===== src/rtl/win_rf_pkg.sv =====
// win_rf_pkg: shared types and index helper for the windowed register file
//   win_op_t   : encoding of the win_op port (11 is treated as none)
//   rf_state_t : controller states
//   wrap_idx   : ring-pointer reduction modulo the physical register count
package win_rf_pkg;

    typedef enum logic [1:0] {
        WIN_NONE = 2'b00,
        WIN_ADV  = 2'b01,
        WIN_RET  = 2'b10
    } win_op_t;

    typedef enum logic [1:0] {
        IDLE,
        SPILL,
        FILL
    } rf_state_t;

    function automatic int unsigned wrap_idx(input int unsigned x, input int unsigned n);
        return x % n;
    endfunction

endpackage


===== src/rtl/register.sv =====
// register: WIDTH-bit storage register with active-low load and async active-low reset
//   out     : stored value
//   in      : data loaded when load_L is low at a rising clock edge
//   load_L  : active-low load enable
//   clock   : rising-edge clock
//   reset_L : asynchronous active-low reset, clears the register to 0
module register #(
    parameter int WIDTH = 16
) (
    output logic [WIDTH-1:0] out,
    input  logic [WIDTH-1:0] in,
    input  logic             load_L,
    input  logic             clock,
    input  logic             reset_L
);

    always_ff @(posedge clock or negedge reset_L)
        if (!reset_L)
            out <= '0;
        else if (!load_L)
            out <= in;

endmodule


===== src/rtl/win_rf_ctrl.sv =====
// win_rf_ctrl: window controller (base/used/depth/k counters, spill/fill FSM, memory handshake)
//   clock, reset_L : rising-edge clock, async active-low reset
//   win_op         : 01 advance, 10 retreat, others none
//   load_L, selA   : visible write request and target register
//   mem_ack        : completes one spill/fill word while mem_req is high
//   base           : physical index of visible r0
//   busy, win_err  : stall indication, one-cycle illegal-operation pulse
//   mem_req/we/addr: spill/fill word request, direction, {slot, word}
//   spill_idx      : physical register whose data goes out as mem_wdata
//   wr_en, wr_idx  : physical write strobe and index
//   wr_fill        : write data comes from mem_rdata instead of the write port
module win_rf_ctrl
    import win_rf_pkg::*;
#(
    parameter int NVIS  = 8,
    parameter int NPHYS = 32,
    parameter int SHIFT = 4,
    parameter int DEPTH = 16,
    localparam int PW   = $clog2(NPHYS),
    localparam int SW   = $clog2(NVIS),
    localparam int KW   = $clog2(SHIFT),
    localparam int DW   = $clog2(DEPTH),
    localparam int AW   = DW + KW
) (
    input  logic          clock,
    input  logic          reset_L,
    input  logic [1:0]    win_op,
    input  logic          load_L,
    input  logic [SW-1:0] selA,
    input  logic          mem_ack,
    output logic [PW-1:0] base,
    output logic          busy,
    output logic          win_err,
    output logic          mem_req,
    output logic          mem_we,
    output logic [AW-1:0] mem_addr,
    output logic [PW-1:0] spill_idx,
    output logic          wr_en,
    output logic [PW-1:0] wr_idx,
    output logic          wr_fill
);

    localparam int MAXU = (NPHYS - NVIS) / SHIFT;
    localparam int UW   = $clog2(MAXU + 1);
    localparam int CW   = $clog2(DEPTH + 1);

    rf_state_t     r_state, w_state_n;
    logic [PW-1:0] r_base, w_base_n, w_base_up, w_base_dn;
    logic [UW-1:0] r_used, w_used_n;
    logic [CW-1:0] r_depth, w_depth_n;
    logic [KW-1:0] r_k, w_k_n;
    logic          r_err, w_err_n;

    assign w_base_up = PW'(wrap_idx(32'(r_base) + SHIFT, NPHYS));
    assign w_base_dn = PW'(wrap_idx(32'(r_base) + NPHYS - SHIFT, NPHYS));
    // Outgoing slot sits just above the visible window; incoming slot just below it.
    assign spill_idx = PW'(wrap_idx(32'(r_base) + NVIS + 32'(r_k), NPHYS));

    assign base     = r_base;
    assign busy     = r_state != IDLE;
    assign mem_req  = busy;
    assign mem_we   = r_state == SPILL;
    assign win_err  = r_err;
    // Fill pops the most recently spilled slot, which lives at depth-1.
    assign mem_addr = {DW'((r_state == FILL) ? r_depth - 1'b1 : r_depth), r_k};

    always_ff @(posedge clock or negedge reset_L)
        if (!reset_L) begin
            r_state <= IDLE;
            r_base  <= '0;
            r_used  <= '0;
            r_depth <= '0;
            r_k     <= '0;
            r_err   <= 1'b0;
        end else begin
            r_state <= w_state_n;
            r_base  <= w_base_n;
            r_used  <= w_used_n;
            r_depth <= w_depth_n;
            r_k     <= w_k_n;
            r_err   <= w_err_n;
        end

    always_comb begin
        w_state_n = r_state;
        w_base_n  = r_base;
        w_used_n  = r_used;
        w_depth_n = r_depth;
        w_k_n     = r_k;
        w_err_n   = 1'b0;
        wr_en     = 1'b0;
        wr_fill   = 1'b0;
        wr_idx    = PW'(wrap_idx(32'(r_base) + 32'(selA), NPHYS));
        if (r_state == IDLE) begin
            // The write decodes through the current base, so it lands before any move.
            wr_en = !load_L;
            if (win_op == WIN_ADV) begin
                if (r_used < UW'(MAXU)) begin
                    w_base_n = w_base_up;
                    w_used_n = r_used + 1'b1;
                end else if (r_depth < CW'(DEPTH))
                    w_state_n = SPILL;
                else
                    w_err_n = 1'b1;
            end else if (win_op == WIN_RET) begin
                if (r_used != '0) begin
                    w_base_n = w_base_dn;
                    w_used_n = r_used - 1'b1;
                end else if (r_depth != '0)
                    w_state_n = FILL;
                else
                    w_err_n = 1'b1;
            end
        end else if (mem_ack) begin
            w_k_n = r_k + 1'b1;
            if (r_state == FILL) begin
                wr_en   = 1'b1;
                wr_fill = 1'b1;
                wr_idx  = PW'(wrap_idx(32'(r_base) + NPHYS - SHIFT + 32'(r_k), NPHYS));
            end
            if (r_k == KW'(SHIFT - 1)) begin
                w_state_n = IDLE;
                w_k_n     = '0;
                w_base_n  = (r_state == SPILL) ? w_base_up : w_base_dn;
                w_depth_n = (r_state == SPILL) ? r_depth + 1'b1 : r_depth - 1'b1;
            end
        end
    end

endmodule


===== src/rtl/win_reg_file.sv =====
// win_reg_file: windowed register file over a ring of physical registers with spill/fill
//   clock, reset_L : rising-edge clock, async active-low reset
//   in, load_L     : write data and active-low write enable for visible selA
//   selA, selB     : visible read selects driving outA/outB
//   win_op         : 00 none, 01 advance, 10 retreat, 11 none
//   outView        : whole visible window, r0 in the LSBs
//   busy, win_err  : spill/fill stall, one-cycle illegal-operation pulse
//   mem_*          : word-wide spill/fill port, one word per mem_req & mem_ack edge
module win_reg_file
    import win_rf_pkg::*;
#(
    parameter int WIDTH = 16,
    parameter int NVIS  = 8,
    parameter int NPHYS = 32,
    parameter int SHIFT = 4,
    parameter int DEPTH = 16,
    localparam int PW   = $clog2(NPHYS),
    localparam int SW   = $clog2(NVIS),
    localparam int AW   = $clog2(DEPTH) + $clog2(SHIFT)
) (
    input  logic                  clock,
    input  logic                  reset_L,
    input  logic [WIDTH-1:0]      in,
    input  logic [SW-1:0]         selA,
    input  logic [SW-1:0]         selB,
    input  logic                  load_L,
    input  logic [1:0]            win_op,
    output logic [WIDTH-1:0]      outA,
    output logic [WIDTH-1:0]      outB,
    output logic [NVIS*WIDTH-1:0] outView,
    output logic                  busy,
    output logic                  win_err,
    output logic                  mem_req,
    output logic                  mem_we,
    output logic [AW-1:0]         mem_addr,
    output logic [WIDTH-1:0]      mem_wdata,
    input  logic [WIDTH-1:0]      mem_rdata,
    input  logic                  mem_ack
);

    logic [WIDTH-1:0] w_phys [NPHYS];
    logic [PW-1:0]    w_base, w_spill_idx, w_wr_idx;
    logic             w_wr_en, w_wr_fill;
    logic [WIDTH-1:0] w_wdata;

    win_rf_ctrl #(
        .NVIS (NVIS),
        .NPHYS(NPHYS),
        .SHIFT(SHIFT),
        .DEPTH(DEPTH)
    ) u_ctrl (
        .clock    (clock),
        .reset_L  (reset_L),
        .win_op   (win_op),
        .load_L   (load_L),
        .selA     (selA),
        .mem_ack  (mem_ack),
        .base     (w_base),
        .busy     (busy),
        .win_err  (win_err),
        .mem_req  (mem_req),
        .mem_we   (mem_we),
        .mem_addr (mem_addr),
        .spill_idx(w_spill_idx),
        .wr_en    (w_wr_en),
        .wr_idx   (w_wr_idx),
        .wr_fill  (w_wr_fill)
    );

    assign w_wdata   = w_wr_fill ? mem_rdata : in;
    assign mem_wdata = w_phys[w_spill_idx];
    assign outA      = w_phys[PW'(wrap_idx(32'(w_base) + 32'(selA), NPHYS))];
    assign outB      = w_phys[PW'(wrap_idx(32'(w_base) + 32'(selB), NPHYS))];

    for (genvar i = 0; i < NPHYS; i++) begin : g_phys
        register #(.WIDTH(WIDTH)) u_reg (
            .out    (w_phys[i]),
            .in     (w_wdata),
            .load_L (~(w_wr_en && w_wr_idx == PW'(i))),
            .clock  (clock),
            .reset_L(reset_L)
        );
    end

    for (genvar i = 0; i < NVIS; i++) begin : g_view
        assign outView[i*WIDTH +: WIDTH] = w_phys[PW'(wrap_idx(32'(w_base) + i, NPHYS))];
    end

endmodule


===== config.mk =====
export PLATFORM = sky130hd
export DESIGN_NAME = win_reg_file
export DESIGN_NICKNAME = d
export VERILOG_FILES = /design/src/rtl/win_rf_pkg.sv /design/src/rtl/register.sv /design/src/rtl/win_rf_ctrl.sv /design/src/rtl/win_reg_file.sv
export SDC_FILE = /design/constraint.sdc
export NUM_CORES = 2
export LEC_CHECK = 0
export ABC_AREA = 0
export CAP_MARGIN = 20
export CELL_PAD_IN_SITES_DETAIL_PLACEMENT = 2
export CELL_PAD_IN_SITES_GLOBAL_PLACEMENT = 2
export CORE_UTILIZATION = 40
export CTS_CLUSTER_SIZE = 30
export DETAILED_ROUTE_END_ITERATION = 6
export GPL_ROUTABILITY_DRIVEN = 0
export GPL_TIMING_DRIVEN = 0
export PLACE_DENSITY_LB_ADDON = 0.12
export SETUP_SLACK_MARGIN = 0.02
export SLEW_MARGIN = 40
export SYNTH_ARGS = -nofsm -noshare
export SYNTH_HDL_FRONTEND = slang
export SYNTH_SLANG_ARGS = --single-unit

===== constraint.sdc =====
create_clock -name clock -period 5.3 [get_ports clock]
set_clock_uncertainty 0.2 [all_clocks]
set_input_delay 0.53 -clock clock [delete_from_list [all_inputs] [get_ports clock]]
set_output_delay 0.53 -clock clock [all_outputs]
set_load 0.005 [all_outputs]

# ---- After elaboration in Yosys (flattened, before gate mapping)
# Index checks and enable logic that the tools add are counted.
dict set report op_classes {
  n_addsub 19
  n_mul 0
  div 0
  magnitude_cmp 13
  n_eq_ne 44
  n_shift 0
  n_mux 72
  n_bitwise 12
  n_reduce_logical 47
}
# cell n
set op_table {}
lappend op_table {{$bmux W16 S5} 11}
lappend op_table {{$mux W16} 23}
lappend op_table {{$eq A5 B5 Y1 const B} 16}
lappend op_table {{$ge A6 B6 Y1 const B} 11}
lappend op_table {{$not A5 Y6} 11}
lappend op_table {{$mux W5} 12}
lappend op_table {{$eq A5 B4 Y1 const B} 8}
lappend op_table {{$logic_and A1 B1 Y1} 32}
lappend op_table {{$ne A3 B3 Y1 const B} 7}
lappend op_table {{$add A5 B3 Y5 const B} 4}
lappend op_table {{$eq A5 B3 Y1 const B} 4}
lappend op_table {{$mux W2} 10}
lappend op_table {{$add A5 B1 Y5 const B} 3}
lappend op_table {{$mux W3} 4}
lappend op_table {{$mux W1} 11}
lappend op_table {{$add A5 B2 Y5} 2}
lappend op_table {{$add A5 B2 Y5 const B} 2}
lappend op_table {{$add A5 B3 Y5} 2}
lappend op_table {{$eq A5 B2 Y1 const B} 2}
lappend op_table {{$reduce_bool A2 Y1} 5}
lappend op_table {{$reduce_and A7 Y1} 1}
lappend op_table {{$eq A2 B2 Y1 const B} 3}
lappend op_table {{$add A5 B4 Y5 const B} 1}
lappend op_table {{$eq A5 B1 Y1 const B} 1}
lappend op_table {{20 further kinds} 21}
dict set report totals {
  regBits 530
  latch_bits 0
  mem_bits_rw 0
  romBits 0
  in_bits 44
  elab_cells 245
  mem_count 0
}

# ---- Depth between registers and ports, before layout
dict set report logic_depth {
  ltp_word 8
  depth_mapped 12
  depth_no_buf 7
}

# ---- Modules after synthesis
# Synthesis repeated with hierarchy kept, for this count alone.
dict set report hier_totals {
  hier_cells 3253
  hier_area_um2 54915.2
}
# mod n_inst cells_each area_each_um2 seq_area_each_um2
set by_module_without_submodules {}
lappend by_module_without_submodules {win_reg_file 1 2039 32884.0 0.0}
lappend by_module_without_submodules {register 32 34 649.4 400.4}
lappend by_module_without_submodules {win_rf_ctrl 1 126 1251.2 400.4}

# ---- Worst setup path after synthesis
# Ideal clock, no wire load.
dict set report synth_path {
  path_kind {flip-flop to output port}
  start {register u_ctrl.r_base[3] (netlist: u_ctrl.base[3])}
  end {output port outView[100]}
  t_arrival_ps 3610
  required_ps 4570
  path_slack_ps 960
  path_stages_with_launch 10
  n_path_buf 5
  path_cell_list {dfrtp_1 > clkbuf_1 > clkbuf_1 > clkbuf_1 > inv_1 > ha_1 > buf_1 > buf_1 > mux4_2 > mux2_2}
}
dict set report synth_between {
  elab_chain_cells 5
}
# item line_no
set synth_rtl {}
lappend synth_rtl {{from (decl)} win_rf_ctrl.sv:48} ;# logic [PW-1:0] r_base, w_base_n, w_base_up, w_base_dn;
lappend synth_rtl {{from (signal assigned)} win_rf_ctrl.sv:77} ;# r_base <= w_base_n;
lappend synth_rtl {{$add A5 B3 Y5} win_reg_file.sv:86} ;# assign outView[i*WIDTH +: WIDTH] = w_phys[PW'(wrap_idx(32'(w_base) + i, NPHYS))];
lappend synth_rtl {{$not A5 Y6 (implied by the code)} win_reg_file.sv:86}
lappend synth_rtl {{$bmux W16 S5} win_reg_file.sv:86}
lappend synth_rtl {{$mux W16 (implied by the code) (2 in a row)} win_reg_file.sv:86}
lappend synth_rtl {{to (decl)} win_reg_file.sv:30} ;# output logic [NVIS*WIDTH-1:0] outView,
# No other way between the ends. The select of a mux whose other input is x is not followed.

# ---- Worst setup path after layout
dict set report layout_path {
  start {register u_ctrl.r_base[2] (netlist: u_ctrl.base[2])}
  end {output port mem_wdata[3]}
}
dict set report layout_between {
  elab_chain_cells 6
}
# item line_no
set layout_rtl {}
lappend layout_rtl {{$add A5 B4 Y5} win_rf_ctrl.sv:57} ;# assign spill_idx = PW'(wrap_idx(32'(r_base) + NVIS + 32'(r_k), NPHYS));
lappend layout_rtl {{$add A5 B2 Y5} win_rf_ctrl.sv:57}
lappend layout_rtl {{$not A5 Y6 (implied by the code)} win_reg_file.sv:71} ;# assign mem_wdata = w_phys[w_spill_idx];
lappend layout_rtl {{$bmux W16 S5} win_reg_file.sv:71}
lappend layout_rtl {{$mux W16 (implied by the code) (2 in a row)} win_reg_file.sv:71}
lappend layout_rtl {{to (decl)} win_reg_file.sv:36} ;# output logic [WIDTH-1:0] mem_wdata,
# No other way between the ends. The select of a mux whose other input is x is not followed.

==> results.toml <==
[outcome]
outcome = "complete, but fails checks"
violations = "design-rule violations, negative setup slack"

[drt]
wire_per_inst_um = 57.4
dr.pass1.iters = 7
vias = 35245
dr.first_iter.drc_count = 6147
drc = 15
ant_nets = 0
vias_per_cell = 8.16
wl_um = 248000

[floorplan]
fp.dieW_um = 319
dieHeight_um = 319
placeableCoreArea_um2 = 99000
dieArea_um2 = 102000
top_level_ports = 230
start_util = 0.407
rows = 115

[final_layout]
fin_util = 0.498
drive_above_1_share = 0.597
fin_nets = 3010
area_growth_pct = 22.4
fill_cells = 8924

[yosys]
synth.most_common_cell = "mux2_2"
syn_inst = 2563
async_flop_share = 1.00
syn_nets = 2620
synthMuxAreaShare = 0.593
yosys-top-cells-count = "mux2_2 (673), mux4_2 (644), dfrtp_1 (528)"
synth-seq-cells = 528
synth_top_family_by_area = "multiplexers"
ys_seq_area_frac = 0.328
synth_fa_ha_area_frac = 0.00423
synth_area_leader_cell = "mux4_2"
synth-compound-area-share = 0.0240
ys_types = 55
synth-xor-area-share = 0.00370
syn_area_um2 = 40200
synthSimpleGateAreaFrac = 0.0160
synth_area_leaders = "mux4_2 (36%), dfrtp_1 (33%), mux2_2 (19%)"
synth_edf_count = 0
syn_avg_cell_area_um2 = 15.7
synth_top_area_frac = 0.360
ys_warn_count = 0
ys.flop_type = "dfrtp_1"

[critical_path]
critPathLaunchType = "flip-flop"
worstPathMaxFanout = 10
cp-end-kind = "output pin"
crit_type = "flip-flop to output pin"
cp.required_ps = 4570
crit_arrival_ps = 4620

[power]
p_leak_uw = 0.0202
p_per_area_nw_per_um2 = 880
ir_worst_vdd_mv = 0.493

[cts]
cts-root-buf = "clkbuf_16"
h-tree-depth = 3
clk_pin_slew_ps = 60
cts_made_buffers = 70
cts_buffer_depth = 3
clkSinkCount = 528
cts_tree = "done"
insertion_delay_ps = 660

[global_route]
grt_max_degree = 73
grt_pass1_wl_um = 331000
antenna_found_initial = 23
gr-total-overflow = 0
grt_pass1_vias = 35919
grtUsageTotal = 0.488

[timing]
period_share = 1.01
tightest_slew_ps = 1040
setup_ws_ps = -54.9
fmax_ghz = 0.187
fin_crit_ps = 5350
finalSetupViolations = 9
relSlewSlack = 0.307
slew_viol_final = 0
hold_viol = 0
rsz0062_at_grt = "no"
holdWs_ps = 244

[flow_run]
drv_cap = 0

[worst_hold_path]
hp-class = "input pin to asynchronous set/reset pin"

[placement]
io_buffers = 227
hpwl_um = 174000
-- routing by layer --
| metal | wire (um) | vias to the layer above | track usage | share of wire |
|---|---|---|---|---|
| li1 | - | 11532 | - | - |
| met1 | 82200 | 18582 | 0.568 | 0.33 |
| met2 | 101000 | 3868 | 0.656 | 0.41 |
| met3 | 40800 | 1239 | 0.272 | 0.16 |
| met4 | 23900 | 24 | 0.379 | 0.096 |
| met5 | 388 | - | 0.0298 | 0.0016 |
-- cell families (layout without fill, tap and decap cells) --
kind of cell / count (synthesis) / count (layout)
other cells: 0 / 24
xor+xnor: 17 / 17
flops: 528 / 528
fa+ha+maj: 13 / 13
mux: 1491 / 1491
compound gates: 117 / 117
simple gates: 102 / 102
buf+inv: 295 / 741
-- stage by stage --
stage	total power (uW)	area, um2	setup WS, ps	TNS, ps	instances
after CTS	41700	49100	31.0	0	4288
after floorplan	20800	40200	960	0	2563
after global placement	33300	44100	-20570	-	4077
after detailed placement	36100	46500	-1400	-220440	4160
after global routing	43300	49200	41.1	0	4298
final	43400	49300	-54.9	-238	4320
-- worst max-delay path, cell delays in order (launching register included) --
cell and delay (ps):
dfrtp_1 510, clkinv_1 240, clkbuf_2 300, buf_16 240, nor2_1 800, clkbuf_2 800, a221o_1 480, clkdlybuf4s50_1 570
-- timing repair --
action                                  4_1_cts  5_1_grt
resized for setup                            55        9
hold buffers                                  1        0
buffers inserted                              1        0
endpoints found under the setup margin      474       28
pin swaps                                     0        0
endpoints found under the hold margin        57        0
-- layout by cell type (no fill, tap or decap), types with 6 or more instances in the layout --
cell type / n
mux2_2: 673
a221o_1: 14
diode_2: 24
dfrtp_1: 527
nor2_1: 9
clkbuf_4: 15
clkbuf_1: 69
buf_8: 19
xor2_1: 8
clkbuf_16: 75
ha_1: 11
a22o_1: 34
clkbuf_8: 22
buf_6: 12
nand2b_1: 6
nor3_4: 15
mux4_2: 644
buf_16: 66
a221oi_1: 31
clkinv_2: 13
buf_4: 33
clkdlybuf4s50_1: 226
xnor2_1: 8
nand2_1: 25
o21ai_0: 6
nand2_2: 10
mux2i_1: 159
o22ai_1: 14
and2_1: 8
clkbuf_2: 64
buf_2: 105
mux2_1: 14
-- path summary, 6_finish.rpt --
check	cells past startpoint	start	end	slack, ps
max	7	u_ctrl.base[2]	mem_wdata[3]	-50
min	2	reset_L	u_ctrl.r_depth[3]	240
max reg2reg	12	u_ctrl.base[3]	g_phys[23].u_reg.out[15]	270
min reg2reg	1	u_ctrl.r_depth[4]	u_ctrl.r_depth[4]	340
max in group asynchronous	6	reset_L	g_phys[29].u_reg.out[12]	2640
min in group clock	1	u_ctrl.r_depth[4]	u_ctrl.r_depth[4]	340
-- power by group --
part           switching, uW  internal [uW]  leakage [uW]
combinational          15300          14100        0.0122
sequential              3190           5680       0.00685
clock                   2140           3010       0.00119
-- state kept, by name, indices dropped and copies added (netlist names) --
signal            flops
u_ctrl.r_depth        5
u_ctrl.win_err        1
g_phys.u_reg.out    512
u_ctrl.r_k            2
u_ctrl.r_used         3
u_ctrl.base           3
u_ctrl.r_state        2
-- area by class of cell --
| class | count | area, um2 | share of cell area |
|---|---|---|---|
| Buffer | 285 | 1570 | 0.0318 |
| Sequential cell | 528 | 13200 | 0.268 |
| Multi-Input combinational cell | 1740 | 25900 | 0.526 |
| Tap cell | 1287 | 1610 | 0.0327 |
| Clock inverter | 25 | 258 | 0.00523 |
| Inverter | 8 | 33.8 | 0.000686 |
| Clock buffer | 103 | 2150 | 0.0436 |
| Timing Repair Buffer | 320 | 4450 | 0.0904 |
| Antenna cell | 24 | 60.1 | 0.00122 |
Power figures use the tool's default switching activity.
